`src/rtl/legv8_pkg.sv`:
```
// Shared types and constants for the LEGv8 multicycle controller.
package legv8_pkg;

    localparam int unsigned OP_W  = 11;
    localparam int unsigned ALU_W = 4;

    typedef enum logic [3:0] {
        FETCH,
        DECODE,
        EXEC_R,
        EXEC_MEM,
        MEM_LD,
        MEM_ST,
        WB_R,
        WB_LD,
        EXEC_CBZ,
        EXEC_B,
        HALT
    } state_t;

    typedef enum logic [2:0] {
        OPC_R,
        OPC_LDUR,
        OPC_STUR,
        OPC_CBZ,
        OPC_B,
        OPC_ILLEGAL
    } op_class_t;

    localparam logic [OP_W-1:0] OP_ADD  = 11'b10001011000;
    localparam logic [OP_W-1:0] OP_SUB  = 11'b11001011000;
    localparam logic [OP_W-1:0] OP_AND  = 11'b10001010000;
    localparam logic [OP_W-1:0] OP_ORR  = 11'b10101010000;
    localparam logic [OP_W-1:0] OP_LDUR = 11'b11111000010;
    localparam logic [OP_W-1:0] OP_STUR = 11'b11111000000;
    // CBZ and B carry immediate bits in the low part of the opcode field
    localparam logic [7:0]      OP_CBZ_PFX = 8'b10110100;
    localparam logic [5:0]      OP_B_PFX   = 6'b000101;

    localparam logic [ALU_W-1:0] ALU_AND   = 4'b0000;
    localparam logic [ALU_W-1:0] ALU_ORR   = 4'b0001;
    localparam logic [ALU_W-1:0] ALU_ADD   = 4'b0010;
    localparam logic [ALU_W-1:0] ALU_SUB   = 4'b0110;
    localparam logic [ALU_W-1:0] ALU_PASSB = 4'b0111;

    typedef struct packed {
        op_class_t        op_class;
        logic [ALU_W-1:0] alu_ctrl;
    } dec_t;

endpackage

```
`src/rtl/multicycle_ctrl_if.sv`:
```
// Memory handshake between the controller and the instruction/data memory.
interface multicycle_ctrl_if;
    logic fetch_req;
    logic memRead;
    logic memWrite;
    logic mem_ready;

    modport master (
        output fetch_req,
        output memRead,
        output memWrite,
        input  mem_ready
    );

    modport slave (
        input  fetch_req,
        input  memRead,
        input  memWrite,
        output mem_ready
    );
endinterface

```
`src/rtl/op_decode.sv`:
```
// Combinational opcode classifier: instr_op -> {op class, ALU control}.
module op_decode
    import legv8_pkg::*;
(
    input  logic [OP_W-1:0] instr_op,
    output dec_t            dec_c
);

    // Prefix-matched branches first, then exact-match R-type and memory ops
    always_comb begin
        dec_c.op_class = OPC_ILLEGAL;
        dec_c.alu_ctrl = ALU_AND;
        if (instr_op[10:5] == OP_B_PFX) begin
            dec_c.op_class = OPC_B;
        end else if (instr_op[10:3] == OP_CBZ_PFX) begin
            dec_c.op_class = OPC_CBZ;
            dec_c.alu_ctrl = ALU_PASSB;
        end else begin
            case (instr_op)
                OP_ADD: begin
                    dec_c.op_class = OPC_R;
                    dec_c.alu_ctrl = ALU_ADD;
                end
                OP_SUB: begin
                    dec_c.op_class = OPC_R;
                    dec_c.alu_ctrl = ALU_SUB;
                end
                OP_AND: begin
                    dec_c.op_class = OPC_R;
                    dec_c.alu_ctrl = ALU_AND;
                end
                OP_ORR: begin
                    dec_c.op_class = OPC_R;
                    dec_c.alu_ctrl = ALU_ORR;
                end
                OP_LDUR: begin
                    dec_c.op_class = OPC_LDUR;
                    dec_c.alu_ctrl = ALU_ADD;
                end
                OP_STUR: begin
                    dec_c.op_class = OPC_STUR;
                    dec_c.alu_ctrl = ALU_ADD;
                end
                default: ;
            endcase
        end
    end

endmodule

```
`src/rtl/multicycle_ctrl.sv`:
```
// Moore sequencer for the shared LEGv8 datapath, one instruction at a time.
module multicycle_ctrl
    import legv8_pkg::*;
#(
    parameter int unsigned CNT_W    = 32,
    parameter int unsigned WAIT_MAX = 16
) (
    input  logic               clk,
    input  logic               reset,
    input  logic [OP_W-1:0]    instr_op,
    input  logic               zero_E,
    multicycle_ctrl_if.master  mem,
    output logic               IRWrite,
    output logic               PCWrite,
    output logic               PCSrc,
    output logic               Reg2Loc,
    output logic               AluSrc,
    output logic [ALU_W-1:0]   AluControl,
    output logic               regWrite,
    output logic               memtoReg,
    output logic               instr_retired,
    output logic [CNT_W-1:0]   retired_count,
    output logic               illegal_op,
    output logic               mem_timeout
);

    localparam int unsigned WAIT_W = $clog2(WAIT_MAX + 1);

    state_t              state_q, state_d;
    logic [WAIT_W-1:0]   wait_q, wait_d;
    logic [CNT_W-1:0]    cnt_q;
    logic                illegal_q, timeout_q;
    logic                retire, set_illegal, set_timeout;
    logic                fetch_req_c, mem_read_c, mem_write_c;
    logic                wait_at_max;
    dec_t                dec_c;

    op_decode u_op_decode (
        .instr_op (instr_op),
        .dec_c    (dec_c)
    );

    assign wait_at_max  = (wait_q == WAIT_W'(WAIT_MAX - 1));
    assign mem.fetch_req = fetch_req_c;
    assign mem.memRead   = mem_read_c;
    assign mem.memWrite  = mem_write_c;

    // State, wait counter, retire counter and sticky fault flags
    always_ff @(posedge clk) begin
        if (reset) begin
            state_q   <= FETCH;
            wait_q    <= '0;
            cnt_q     <= '0;
            illegal_q <= 1'b0;
            timeout_q <= 1'b0;
        end else begin
            state_q <= state_d;
            wait_q  <= wait_d;
            if (retire)      cnt_q     <= cnt_q + CNT_W'(1);
            if (set_illegal) illegal_q <= 1'b1;
            if (set_timeout) timeout_q <= 1'b1;
        end
    end

    // Next-state and output decode; reset forces every output low in the same cycle
    always_comb begin
        state_d       = state_q;
        wait_d        = wait_q;
        retire        = 1'b0;
        set_illegal   = 1'b0;
        set_timeout   = 1'b0;
        IRWrite       = 1'b0;
        PCWrite       = 1'b0;
        PCSrc         = 1'b0;
        Reg2Loc       = 1'b0;
        AluSrc        = 1'b0;
        AluControl    = ALU_AND;
        fetch_req_c   = 1'b0;
        mem_read_c    = 1'b0;
        mem_write_c   = 1'b0;
        regWrite      = 1'b0;
        memtoReg      = 1'b0;
        illegal_op    = illegal_q;
        mem_timeout   = timeout_q;
        retired_count = cnt_q;

        case (state_q)
            FETCH: begin
                fetch_req_c = 1'b1;
                if (mem.mem_ready) begin
                    IRWrite = 1'b1;
                    PCWrite = 1'b1;
                    state_d = DECODE;
                end else if (wait_at_max) begin
                    set_timeout = 1'b1;
                    state_d     = HALT;
                end else begin
                    wait_d = wait_q + WAIT_W'(1);
                end
            end
            DECODE: begin
                Reg2Loc = (dec_c.op_class == OPC_STUR) || (dec_c.op_class == OPC_CBZ);
                case (dec_c.op_class)
                    OPC_R:    state_d = EXEC_R;
                    OPC_LDUR: state_d = EXEC_MEM;
                    OPC_STUR: state_d = EXEC_MEM;
                    OPC_CBZ:  state_d = EXEC_CBZ;
                    OPC_B:    state_d = EXEC_B;
                    default: begin
                        set_illegal = 1'b1;
                        state_d     = HALT;
                    end
                endcase
            end
            EXEC_R: begin
                AluControl = dec_c.alu_ctrl;
                state_d    = WB_R;
            end
            EXEC_MEM: begin
                AluSrc     = 1'b1;
                AluControl = ALU_ADD;
                state_d    = (dec_c.op_class == OPC_LDUR) ? MEM_LD : MEM_ST;
            end
            MEM_LD: begin
                mem_read_c = 1'b1;
                if (mem.mem_ready) begin
                    state_d = WB_LD;
                end else if (wait_at_max) begin
                    set_timeout = 1'b1;
                    state_d     = HALT;
                end else begin
                    wait_d = wait_q + WAIT_W'(1);
                end
            end
            MEM_ST: begin
                mem_write_c = 1'b1;
                if (mem.mem_ready) begin
                    retire  = 1'b1;
                    state_d = FETCH;
                end else if (wait_at_max) begin
                    set_timeout = 1'b1;
                    state_d     = HALT;
                end else begin
                    wait_d = wait_q + WAIT_W'(1);
                end
            end
            WB_R: begin
                regWrite = 1'b1;
                retire   = 1'b1;
                state_d  = FETCH;
            end
            WB_LD: begin
                regWrite = 1'b1;
                memtoReg = 1'b1;
                retire   = 1'b1;
                state_d  = FETCH;
            end
            EXEC_CBZ: begin
                Reg2Loc    = 1'b1;
                AluControl = ALU_PASSB;
                PCSrc      = zero_E;
                PCWrite    = zero_E;
                retire     = 1'b1;
                state_d    = FETCH;
            end
            EXEC_B: begin
                PCSrc   = 1'b1;
                PCWrite = 1'b1;
                retire  = 1'b1;
                state_d = FETCH;
            end
            HALT: ;
            default: state_d = FETCH;
        endcase

        // Every wait window starts counting from zero
        if (state_d != state_q) wait_d = '0;

        if (reset) begin
            IRWrite       = 1'b0;
            PCWrite       = 1'b0;
            PCSrc         = 1'b0;
            Reg2Loc       = 1'b0;
            AluSrc        = 1'b0;
            AluControl    = ALU_AND;
            fetch_req_c   = 1'b0;
            mem_read_c    = 1'b0;
            mem_write_c   = 1'b0;
            regWrite      = 1'b0;
            memtoReg      = 1'b0;
            illegal_op    = 1'b0;
            mem_timeout   = 1'b0;
            retired_count = '0;
            retire        = 1'b0;
        end
        instr_retired = retire;
    end

endmodule

```
`src/flat_wrapper.sv`:
```
// flat-port wrapper written by rule: the top's interface ports become plain ports
module multicycle_ctrl_flat import legv8_pkg::*;
#(
    parameter int unsigned CNT_W    = 32,
    parameter int unsigned WAIT_MAX = 16
)
  (clk, reset, instr_op, zero_E, IRWrite, PCWrite, PCSrc, Reg2Loc, AluSrc, AluControl, regWrite, memtoReg, instr_retired, retired_count, illegal_op, mem_timeout, mem_fetch_req, mem_memRead, mem_memWrite, mem_mem_ready);
  multicycle_ctrl_if mem_i ();
  input  logic clk;
  input  logic reset;
  input  logic [OP_W-1:0] instr_op;
  input  logic zero_E;
  output logic IRWrite;
  output logic PCWrite;
  output logic PCSrc;
  output logic Reg2Loc;
  output logic AluSrc;
  output logic [ALU_W-1:0] AluControl;
  output logic regWrite;
  output logic memtoReg;
  output logic instr_retired;
  output logic [CNT_W-1:0] retired_count;
  output logic illegal_op;
  output logic mem_timeout;
  output wire logic [$bits(mem_i.fetch_req)-1:0] mem_fetch_req;
  output wire logic [$bits(mem_i.memRead)-1:0] mem_memRead;
  output wire logic [$bits(mem_i.memWrite)-1:0] mem_memWrite;
  input wire logic [$bits(mem_i.mem_ready)-1:0] mem_mem_ready;
  assign mem_fetch_req = mem_i.fetch_req;
  assign mem_memRead = mem_i.memRead;
  assign mem_memWrite = mem_i.memWrite;
  assign mem_i.mem_ready = mem_mem_ready;
  multicycle_ctrl #(.CNT_W(CNT_W), .WAIT_MAX(WAIT_MAX)) u_core (.clk(clk), .reset(reset), .instr_op(instr_op), .zero_E(zero_E), .mem(mem_i), .IRWrite(IRWrite), .PCWrite(PCWrite), .PCSrc(PCSrc), .Reg2Loc(Reg2Loc), .AluSrc(AluSrc), .AluControl(AluControl), .regWrite(regWrite), .memtoReg(memtoReg), .instr_retired(instr_retired), .retired_count(retired_count), .illegal_op(illegal_op), .mem_timeout(mem_timeout));
endmodule
```
`config.mk`:
```
export PLATFORM = sky130hd
export DESIGN_NAME = multicycle_ctrl_flat
export DESIGN_NICKNAME = d
export VERILOG_FILES = /design/src/rtl/legv8_pkg.sv /design/src/rtl/multicycle_ctrl_if.sv /design/src/rtl/op_decode.sv /design/src/rtl/multicycle_ctrl.sv /design/src/flat_wrapper.sv
export SDC_FILE = /design/constraint.sdc
export NUM_CORES = 1
export LEC_CHECK = 0
export BUFFER_PORTS_ARGS = -buffer_cell sky130_fd_sc_hd__buf_2
export CORE_MARGIN = 2
export CORE_UTILIZATION = 50
export DETAILED_ROUTE_END_ITERATION = 8
export PLACE_DENSITY = 0.75
export SYNTH_ARGS = -nofsm -noshare
export SYNTH_HDL_FRONTEND = slang
export SYNTH_SLANG_ARGS = --single-unit
```
`constraint.sdc`:
```
create_clock -name clk -period 2.7 [get_ports clk]
set_clock_uncertainty 0.05 [all_clocks]
set_input_delay 0.405 -clock clk [delete_from_list [all_inputs] [get_ports clk]]
set_output_delay 0.405 -clock clk [all_outputs]
set_load 0.05 [all_outputs]
```
# Word level (Yosys, flattened, before mapping)
# Cells that the tools add are included.
[word_totals]
ff_bits = 43
latch_bits = 0
ramBits = 0
rom_bits = 0
inputBits = 15
out_inout_bits = 49
word_cells = 87
memories = 0
[classes]
addsub = 2
multipliers = 0
div = 0
order_cmp = 0
n_eq_ne = 24
shift = 0
n_mux = 44
bitwise = 2
n_reduce_logical = 10
[op_table]
columns = ["cell", "n"]
rows = [
  ["== test 11 bit (second input constant)", 6],
  ["case mux 7 bit (6 select lines)", 1],
  ["adder 32 x 1 -> 32 bit (second input constant)", 1],
  ["two-way mux 32 bit", 1],
  ["case mux 4 bit (7 select lines)", 1],
  ["two-way mux 1 bit", 27],
  ["two-way mux 4 bit", 6],
  ["== test 4 x 3 -> 1 bit (second input constant)", 4],
  ["case mux 4 bit (4 select lines)", 1],
  ["== test 4 bit (second input constant)", 3],
  ["case mux 4 bit (3 select lines)", 1],
  ["== test 4 x 2 -> 1 bit (second input constant)", 2],
  ["== test 8 bit (second input constant)", 1],
  ["two-way mux 7 bit", 1],
  ["== test 3 x 2 -> 1 bit (second input constant)", 2],
  ["== test 6 x 3 -> 1 bit (second input constant)", 1],
  ["case mux 1 bit (2 select lines)", 3],
  ["OR reduction 2 bit", 3],
  ["adder 5 x 1 -> 5 bit (second input constant)", 1],
  ["== test 5 x 4 -> 1 bit (second input constant)", 1],
  ["OR reduction 5 bit", 1],
  ["== test 4 x 1 -> 1 bit (second input constant)", 1],
  ["logical NOT 4 bit", 1],
  ["!= test 4 bit", 1],
  ["10 further kinds", 11],
]

# Depth between registers and ports, before layout
# Gate-level depths: netlist of the first run.
[logic_depth]
ltp_word = 10
mapped_depth = 8
mapped_depth_nobuf = 8

# Cells and area by module
# Synthesis of the first run repeated with hierarchy kept, for this count alone.
[unflattened]
hier_cells = 375
hier_area_um2 = 2942.8
[by_module_without_submodules]
columns = ["mod", "instances", "cells_each", "area_each_um2", "seq_area_each_um2"]
rows = [
  ["multicycle_ctrl", 1, 346, 2738.9, 860.8],
  ["op_decode", 1, 29, 203.9, 0.0],
]

# Least setup slack after synthesis of the first run
# Ideal clock, no wire load.
[synth_timing]
path_type = "input -> output"
start = "input instr_op[5]"
end = "output AluControl[2]"
arrival_ns = 2.738
required_time_ns = 2.245
path_slack_ns = -0.493
cell_stages = 5
n_path_buf = 1
path_cell_list = "or4b_2 clkbuf_1 nor4bb_1 a21oi_1 o21ai_0"
[synth_between]
elab_chain_len = 6
word_cells_on_any_way = 13
cone_classes = "eq/ne (8); mux (5)"
[synth_lines]
columns = ["item", "line_no", "text"]
rows = [
  ["start, declared", "flat_wrapper.sv:11", "input logic [OP_W-1:0] instr_op;"],
  ["== test 11 bit", "op_decode.sv:19", "case (instr_op)"],
  ["case mux 7 bit (6 select lines)", "op_decode.sv:19", ""],
  ["two-way mux 7 bit", "op_decode.sv:15", "end else if (instr_op[10:3] == OP_CBZ_PFX) begin"],
  ["two-way mux 4 bit *", "op_decode.sv:13", "if (instr_op[10:5] == OP_B_PFX) begin"],
  ["case mux 4 bit (3 select lines) *", "multicycle_ctrl.sv:87", "case (state_q)"],
  ["two-way mux 4 bit *", "multicycle_ctrl.sv:179", "if (reset) begin"],
  ["end, declared", "flat_wrapper.sv:18", "output logic [ALU_W-1:0] AluControl;"],
]
# Every way passes the cells marked *; elsewhere a longest branch is shown, timed or not.

# Worst setup path after layout of the first run
[layout_timing]
start = "input instr_op[5]"
end = "output AluControl[1]"
# Same word-level chain as after synthesis.

==> impl_results.md, run 1 <==
- Status: complete, no violations
- Later-pin clock latency in the skew report: 290 ps
- I/O pin count: 64
- Number of violations of the max-capacitance limit: 0
- Final-report max-slew violation count: 0
- Vias: 2634
- Layout-stage area growth over the synthesis result: 18.7%
- Max clock buf depth: 2
- Gr ovfl total: 0
- Share of the synthesized area in the top cell type: 32.4%
- Setup repair after global routing missed its margin: no
- Async set-or-reset flop fraction in the synthesized netlist: 0%
- Detailed placement HPWL: 4470 µm
- Cell at the slowest stage of the critical path: or4b_2
- Synth top cells by count: 55 x nor2_1, 43 x dfxtp_1, 37 x nor2b_1, 25 x nand2_1, 17 x nand3_1
- F_max: 0.392 GHz
- Minimum setup slack among reg-to-reg paths: 270 ps
- Stage delay of the slowest cell on the critical path: 680 ps
- Power share of the clock group: 33.2%
- Number of antenna violations at the first check in global routing: 0
- Clock root buffer: clkbuf_8
- Number of instances in the synthesized netlist: 351
- Count of input and output buffers: 62
- Cell taking the most area after synthesis: dfxtp_1
- Hold Fails Final Rpt: 0
- Type of the worst setup path: primary input to primary output
- Most frequent CP cell: buf_2
- Weighted congestion reported at the end of routability-driven placement: 0.891
- Netlist area before placement: 2660 µm²
- Height of the die: 76.9 µm
- Clock slew seen by the registers of the worst setup and hold paths: 80 ps
- Cell types occupying the most area after synthesis: dfxtp_1 32%, nor2b_1 8.7%, nor2_1 7.8%
- First drt pass iteration count: 7
- Path type of the worst min-delay path: flip-flop to flip-flop
- Arrival time at the worst endpoint: 2090 ps
- Post-route clock period utilization: 94.4%
- Fraction of layout instances using a drive strength above 1: 23.4%
- Total instance count after detailed placement: 473
- Synthesis Warnings: 0
- Post-CTS Repair Setup Buffers: 0
- Number of buffers added to fix hold violations after cts: 0
- Most frequently used cell type in the post-synthesis netlist: nor2_1
- Element type at the critical path end: primary output
- Routed Wire Length: 6090 µm
- Max rail drop VDD: 0.000221 V
- Via-to-Cell Ratio: 5.49
- Syn nets: 369
- Fin cells: 480
- Final critical-path required period: 2550 ps
- Count of filler cells inserted in the layout: 489
- Cell type group with the largest total delay on the critical path: simple AND/OR/NAND/NOR gates
- Net Switching: 0.449 mW
- Sequential-to-total area share from yosys stat: 32.4%
- Internal cell power: 1.02 mW
- Proportion of power drawn by combinational gates: 20.6%
- Die ar.: 5920 µm²
- Power per cell area: 466 nW/µm²
- Total Neg Setup Slack: 0 ps
- Worst-case hold slack: 422 ps
- Area of the core region: 5110 µm²
- Relative contribution of sequential cells to total power: 46.2%
- DRT iter0 DRCs: 82
- Slew at the pin closest to its max-slew limit: 492 ps
- Net switching share of the total power: 30.5%
- Quantity of gates resized following cts: 0
- Via count of the first global-routing pass: 2430
- Starting density of the core: 52.1%
- Die width: 76.9 µm
- Post-detailed-route DRC marker count: 0
- Setup violations, final: 0
- Antenna diodes: 0
- Top_reg_cell synth: dfxtp_1
- Average instance area after synthesis: 7.57 µm²
- Global Route Usage Sum: 21.4%
- Clock tree from TritonCTS: done
- Crit path buf inv count: 2
- Final core occ: 61.8%
- Post-synthesis register bit count: 43
- Element type at the critical path start: primary input
- Maximum level of the CTS H-tree: 2
- Average wire per cell in the routed design: 12.7 µm
- Final net count: 428
- Pin count of the biggest net entering global routing: 49
- Total clock buffers created by CTS: 5
- EDFF count, synth: 0
- Sequential Area: 862 µm²
- Std cell rows: 26
- Leakage power summed over all cells: 1.33 nW
- Required time worst endpoint: 2250 ps
- Post-DRT Antenna Nets: 0
- Clock sink count: 43
- Cell breakdown of the critical path: buf_2, or4b_2, nor4bb_1, nor3_1, o32ai_2, buf_2
- First-pass GRT wire length: 10600 µm
- Headroom to the max-slew limit: 66.7%
- Area of the multi-input gates: 1700 µm²
- Total Power Consumption: 1.47 mW
- Distinct cells, synth: 50
- Maximum fanout encountered on the critical timing path: 2
metrics by stage:
stage | setup slack (ps) | cell area (µm²)
detailed placement | 152 | 3050
floorplan | -118 | 2670
global placement | 211 | 3050
global route | 61.2 | 3160
finish | 151 | 3160
CTS | 81.7 | 3160
registers in the layout, indices dropped and copies added, names as in the netlist:
| name | flops |
|---|---|
| u_core.state_q | 4 |
| u_core.illegal_q | 1 |
| u_core.timeout_q | 1 |
| u_core.cnt_q | 32 |
| u_core.wait_q | 5 |
worst register-to-register path, stage by stage (launching register included):
cell	delay, ps
dfxtp_1	620
a21oi_1	140
o22a_2	320
or3_4	480
nor4_1	350
mux2_2	370
routing by layer:
| metal | wire [µm] | vias to the layer above | share of wire [%] | GRT usage (%) |
|---|---|---|---|---|
| met3 | 373 | 5 | 6.1 | 4.59 |
| li1 | - | 1346 | - | - |
| met1 | 2760 | 1209 | 45 | 26.8 |
| met2 | 2900 | 74 | 48 | 36.4 |
| met5 | 0 | - | 0 | 0 |
| met4 | 56 | 0 | 0.92 | 6.91 |
power groups by stage:
| stage | sequential (mW) | clock (mW) | combinational, mW |
|---|---|---|---|
| 2_1_floorplan | 0.677 | 0 | 0.241 |
| 3_5_place_dp | 0.693 | 0 | 0.302 |
| 6_report | 0.679 | 0.487 | 0.303 |
| 4_1_cts | 0.678 | 0.498 | 0.303 |
| 3_3_place_gp | 0.691 | 0 | 0.299 |
| 5_1_grt | 0.683 | 0.523 | 0.334 |
final cells by class:
type / count / area share [%]
Multi-Input combinational cell: 284 / 53.7
Sequential cell: 43 / 27.3
Timing Repair Buffer: 71 / 12.4
Tap cell: 70 / 2.77
Clock buffer: 6 / 2.30
Clock inverter: 1 / 0.951
Inverter: 5 / 0.595
cells in the final DEF, fill, tap and decap left out, drive strengths merged, types with 3 or more instances in the layout:
cell / count
mux2: 9
xor2: 14
nand2: 25
clkbuf: 6
nor2: 55
nor4: 4
o21ai: 14
ha: 3
a31oi: 3
inv: 5
or3: 6
nor3: 14
nand2b: 5
nand3: 17
and3: 10
buf: 71
nand4: 14
a21oi: 16
nor2b: 37
dfxtp: 43
or4: 4
xnor2: 5
nor4b: 3
kinds of logic after synthesis:
logic type               synth area share, %
AO/OA/AOI/OAI                           9.74
adder cells (fa/ha/maj)                 1.41
multiplexers                            4.19
buffers and inverters                   4.14
flip-flops                              32.4
XOR/XNOR                                6.26
other                                  0.141
AND/OR/NAND/NOR                         41.7
path summary, 6_finish.rpt:
path,cells after the start,startpoint,end
worst max-delay path,6,instr_op[5],AluControl[1]
worst min-delay path,2,u_core.timeout_q$_SDFFE_PP0P_,u_core.timeout_q$_SDFFE_PP0P_
worst max register to register,5,u_core.state_q[1]$_SDFF_PP0_,u_core.cnt_q[29]$_SDFFE_PP0P_
worst min register to register,2,u_core.timeout_q$_SDFFE_PP0P_,u_core.timeout_q$_SDFFE_PP0P_
No activity file was read; power rests on OpenSTA's default activity.
==> inputs of run 2 (changes only) <==
- CORE_UTILIZATION: 50 -> 30
- PLACE_DENSITY: 0.75 -> not set
==> run 2 against run 1 <==
  * First-iteration DRC count shrank 2.4%
  * Routed wire length up 5.3%
  * Via count decreased by 1.8%
  * Total power shrank 2.9%
  * Sequential share of layout area decreased by 0.41 points
  * Critical path depth unchanged
  * Critical path type unchanged
  * Largest cell class unchanged
==> impl_results.md, run 2 (same netlist as run 1, synthesis figures left out) <==
- Post-DRT Antenna Nets: 0 (unchanged)
- F_max: 0.393 GHz (+0.14%)
- First drt pass iteration count: 4 (-3)
- Fraction of layout instances using a drive strength above 1: 23.4% (-0.057 points)
- Via count of the first global-routing pass: 2364 (-2.7%)
- Worst Hold Launch: u_core.timeout_q$_SDFFE_PP0P_
- Arrival time at the worst endpoint: 2090 ps (about the same)
- Maximum fanout encountered on the critical timing path: 2 (unchanged)
- Final critical-path required period: 2550 ps (-3.61 ps)
- Cell at the slowest stage of the critical path: or4b_2
- Relative contribution of sequential cells to total power: 47.2% (+1.0 points)
- Setup violations, final: 0 (unchanged)
- DRT iter0 DRCs: 80 (-2.4%)
- Quantity of gates resized following cts: 0 (unchanged)
- Detailed placement HPWL: 4640 µm (+3.9%)
- Worst flop-to-flop path startpoint: u_core.state_q[1]$_SDFF_PP0_
- Std cell rows: 34 (+31%)
- Area of the core region: 8680 µm² (+70%)
- Pin count of the biggest net entering global routing: 78 (+59%)
- Most frequent CP cell: buf_2
- Die width: 98.1 µm (+28%)
- Total clock buffers created by CTS: 5 (unchanged)
- Cell breakdown of the critical path: buf_2, or4b_2, nor4bb_1, nor3_1, o32ai_2, buf_2
- I/O pin count: 64 (unchanged)
- Maximum level of the CTS H-tree: 2 (unchanged)
- Number of antenna violations at the first check in global routing: 0 (unchanged)
- Post-CTS Repair Setup Buffers: 0 (unchanged)
- Final core occ: 36.9% (-25 points)
- Proportion of power drawn by combinational gates: 21.7% (+1.1 points)
- Most common cell after layout, fill and taps aside: buf_2
- Leakage power summed over all cells: 1.33 nW (about the same)
- Type of the worst setup path: primary input to primary output
- Final-report max-slew violation count: 0 (unchanged)
- End point of the most critical hold path: u_core.timeout_q$_SDFFE_PP0P_
- Clock tree from TritonCTS: done
- Top register by number of flip-flops: u_core.cnt_q
- Fin cells: 519 (+8.1%)
- Slew at the pin closest to its max-slew limit: 657 ps (+165 ps)
- Hold Fails Final Rpt: 0 (unchanged)
- Count of input and output buffers: 62 (unchanged)
- Registers with the most flip-flops: u_core.cnt_q (32), u_core.wait_q (5), u_core.state_q (4)
- Later-pin clock latency in the skew report: 290 ps (about the same)
- Setup crit start: instr_op[5]
- Final net count: 428 (unchanged)
- Total instance count after detailed placement: 511 (+8.0%)
- Gr ovfl total: 0 (unchanged)
- Antenna diodes: 0 (unchanged)
- Power per cell area: 446 nW/µm² (-4.2%)
- Status: complete, no violations
- Post-Place Worst Slack: 140 ps (-12.8 ps)
- Count of filler cells inserted in the layout: 956 (+96%)
- Clock sink count: 43 (unchanged)
- Stage delay of the slowest cell on the critical path: 690 ps (about the same)
- Max clock buf depth: 2 (unchanged)
- Final worst-path setup slack: 154 ps (+3.61 ps)
- Routed Wire Length: 6410 µm (+5.3%)
- Clock root buffer: clkbuf_8
- Crit path buf inv count: 2 (unchanged)
- Layout-stage area growth over the synthesis result: 20.4%
- Total Neg Setup Slack: 0 ps (unchanged)
- Clock slew seen by the registers of the worst setup and hold paths: 70 ps (about the same)
- Headroom to the max-slew limit: 55.6% (-11 points)
- Min-Delay Path Depth: 2 (unchanged)
- Number of flip-flops in the largest register: 32 (unchanged)
- Worst R2R Path Depth: 5 (unchanged)
- Minimum setup slack among reg-to-reg paths: 290 ps (+20 ps)
- Post-route clock period utilization: 94.3% (-0.13 points)
- Die ar.: 9630 µm² (+63%)
- Vias: 2587 (-1.8%)
- Post-detailed-route DRC marker count: 0 (unchanged)
- Via-to-Cell Ratio: 4.98 (-9.2%)
- Height of the die: 98.1 µm (+28%)
- Cell type group with the largest total delay on the critical path: simple AND/OR/NAND/NOR gates
- Weighted congestion reported at the end of routability-driven placement: 0.853 (-4.3%)
- Starting density of the core: 30.6% (-21 points)
- First-pass GRT wire length: 10700 µm (+1.0%)
- Power share of the clock group: 31.1% (-2.1 points)
- Worst-case hold slack: 429 ps (+6.98 ps)
- Commonest cells after routing, fill and taps aside: 62 x buf_2, 55 x nor2_1, 43 x dfxtp_1
- Max rail drop VDD: 0.000171 V (-23%)
- Capturing point of the worst reg2reg path: u_core.cnt_q[29]$_SDFFE_PP0P_
- Average wire per cell in the routed design: 12.4 µm (-2.6%)
- Number of buffers added to fix hold violations after cts: 0 (unchanged)
- Number of violations of the max-capacitance limit: 0 (unchanged)
- Net Switching: 0.445 mW (-0.75%)
- Net switching share of the total power: 31.2% (+0.67 points)
- Number of stages on the worst setup path: 6 (unchanged)
- Element type at the critical path start: primary input
- Setup repair after global routing missed its margin: no
- Path type of the worst min-delay path: flip-flop to flip-flop
- Global Route Usage Sum: 13.1% (-8.3 points)
- Required time worst endpoint: 2250 ps (about the same)
- Element type at the critical path end: primary output
- Internal cell power: 0.983 mW (-3.8%)
-- run 2: worst max path at each step --
stage                               end  slack (ps)
after floorplan           AluControl[2]        -120
after global placement    AluControl[1]         200
after detailed placement  AluControl[1]         140
after CTS                 AluControl[1]         140
after global routing      AluControl[1]          70
final                     AluControl[1]         150
-- run 2: per-stage QoR --
step           power [mW]  instance area, µm²
2_1_floorplan       0.918                2670
4_1_cts              1.46                3200
6_report             1.43                3200
3_5_place_dp        0.999                3100
5_1_grt              1.52                3200
3_3_place_gp        0.996                3100
-- run 2: metal layers --
layer,share of wire (%),global-route usage (%)
met3,4.5,3.36
met4,0.69,2.85
met5,0,0
met2,46,21.5
met1,49,17.5
-- run 2: layout make-up --
class | count | area, µm² | area share [%]
timing repair buffer | 71 | 390 | 12.2
sequential | 43 | 861 | 26.9
clock buffer | 8 | 100 | 3.13
multi-input combinational | 284 | 1700 | 53.0
inverter | 5 | 18.8 | 0.586
tap | 108 | 135 | 4.22
-- run 2: power by group through the flow --
stage                     Sequential [mW]  Clock, mW  Combinational [mW]
after CTS                           0.673      0.476               0.312
after global placement              0.687          0               0.309
after floorplan                     0.677          0               0.241
after global routing                0.677      0.501               0.341
after detailed placement            0.688          0               0.311
final                               0.674      0.444               0.309
-- run 2: worst min-delay path, delay by kind of cell, from the launching register on --
kind               cells  cell delay, ps
DFF                    1             330
and+or+nand+nor        1              70
AOI/OAI and AO/OA      1              40
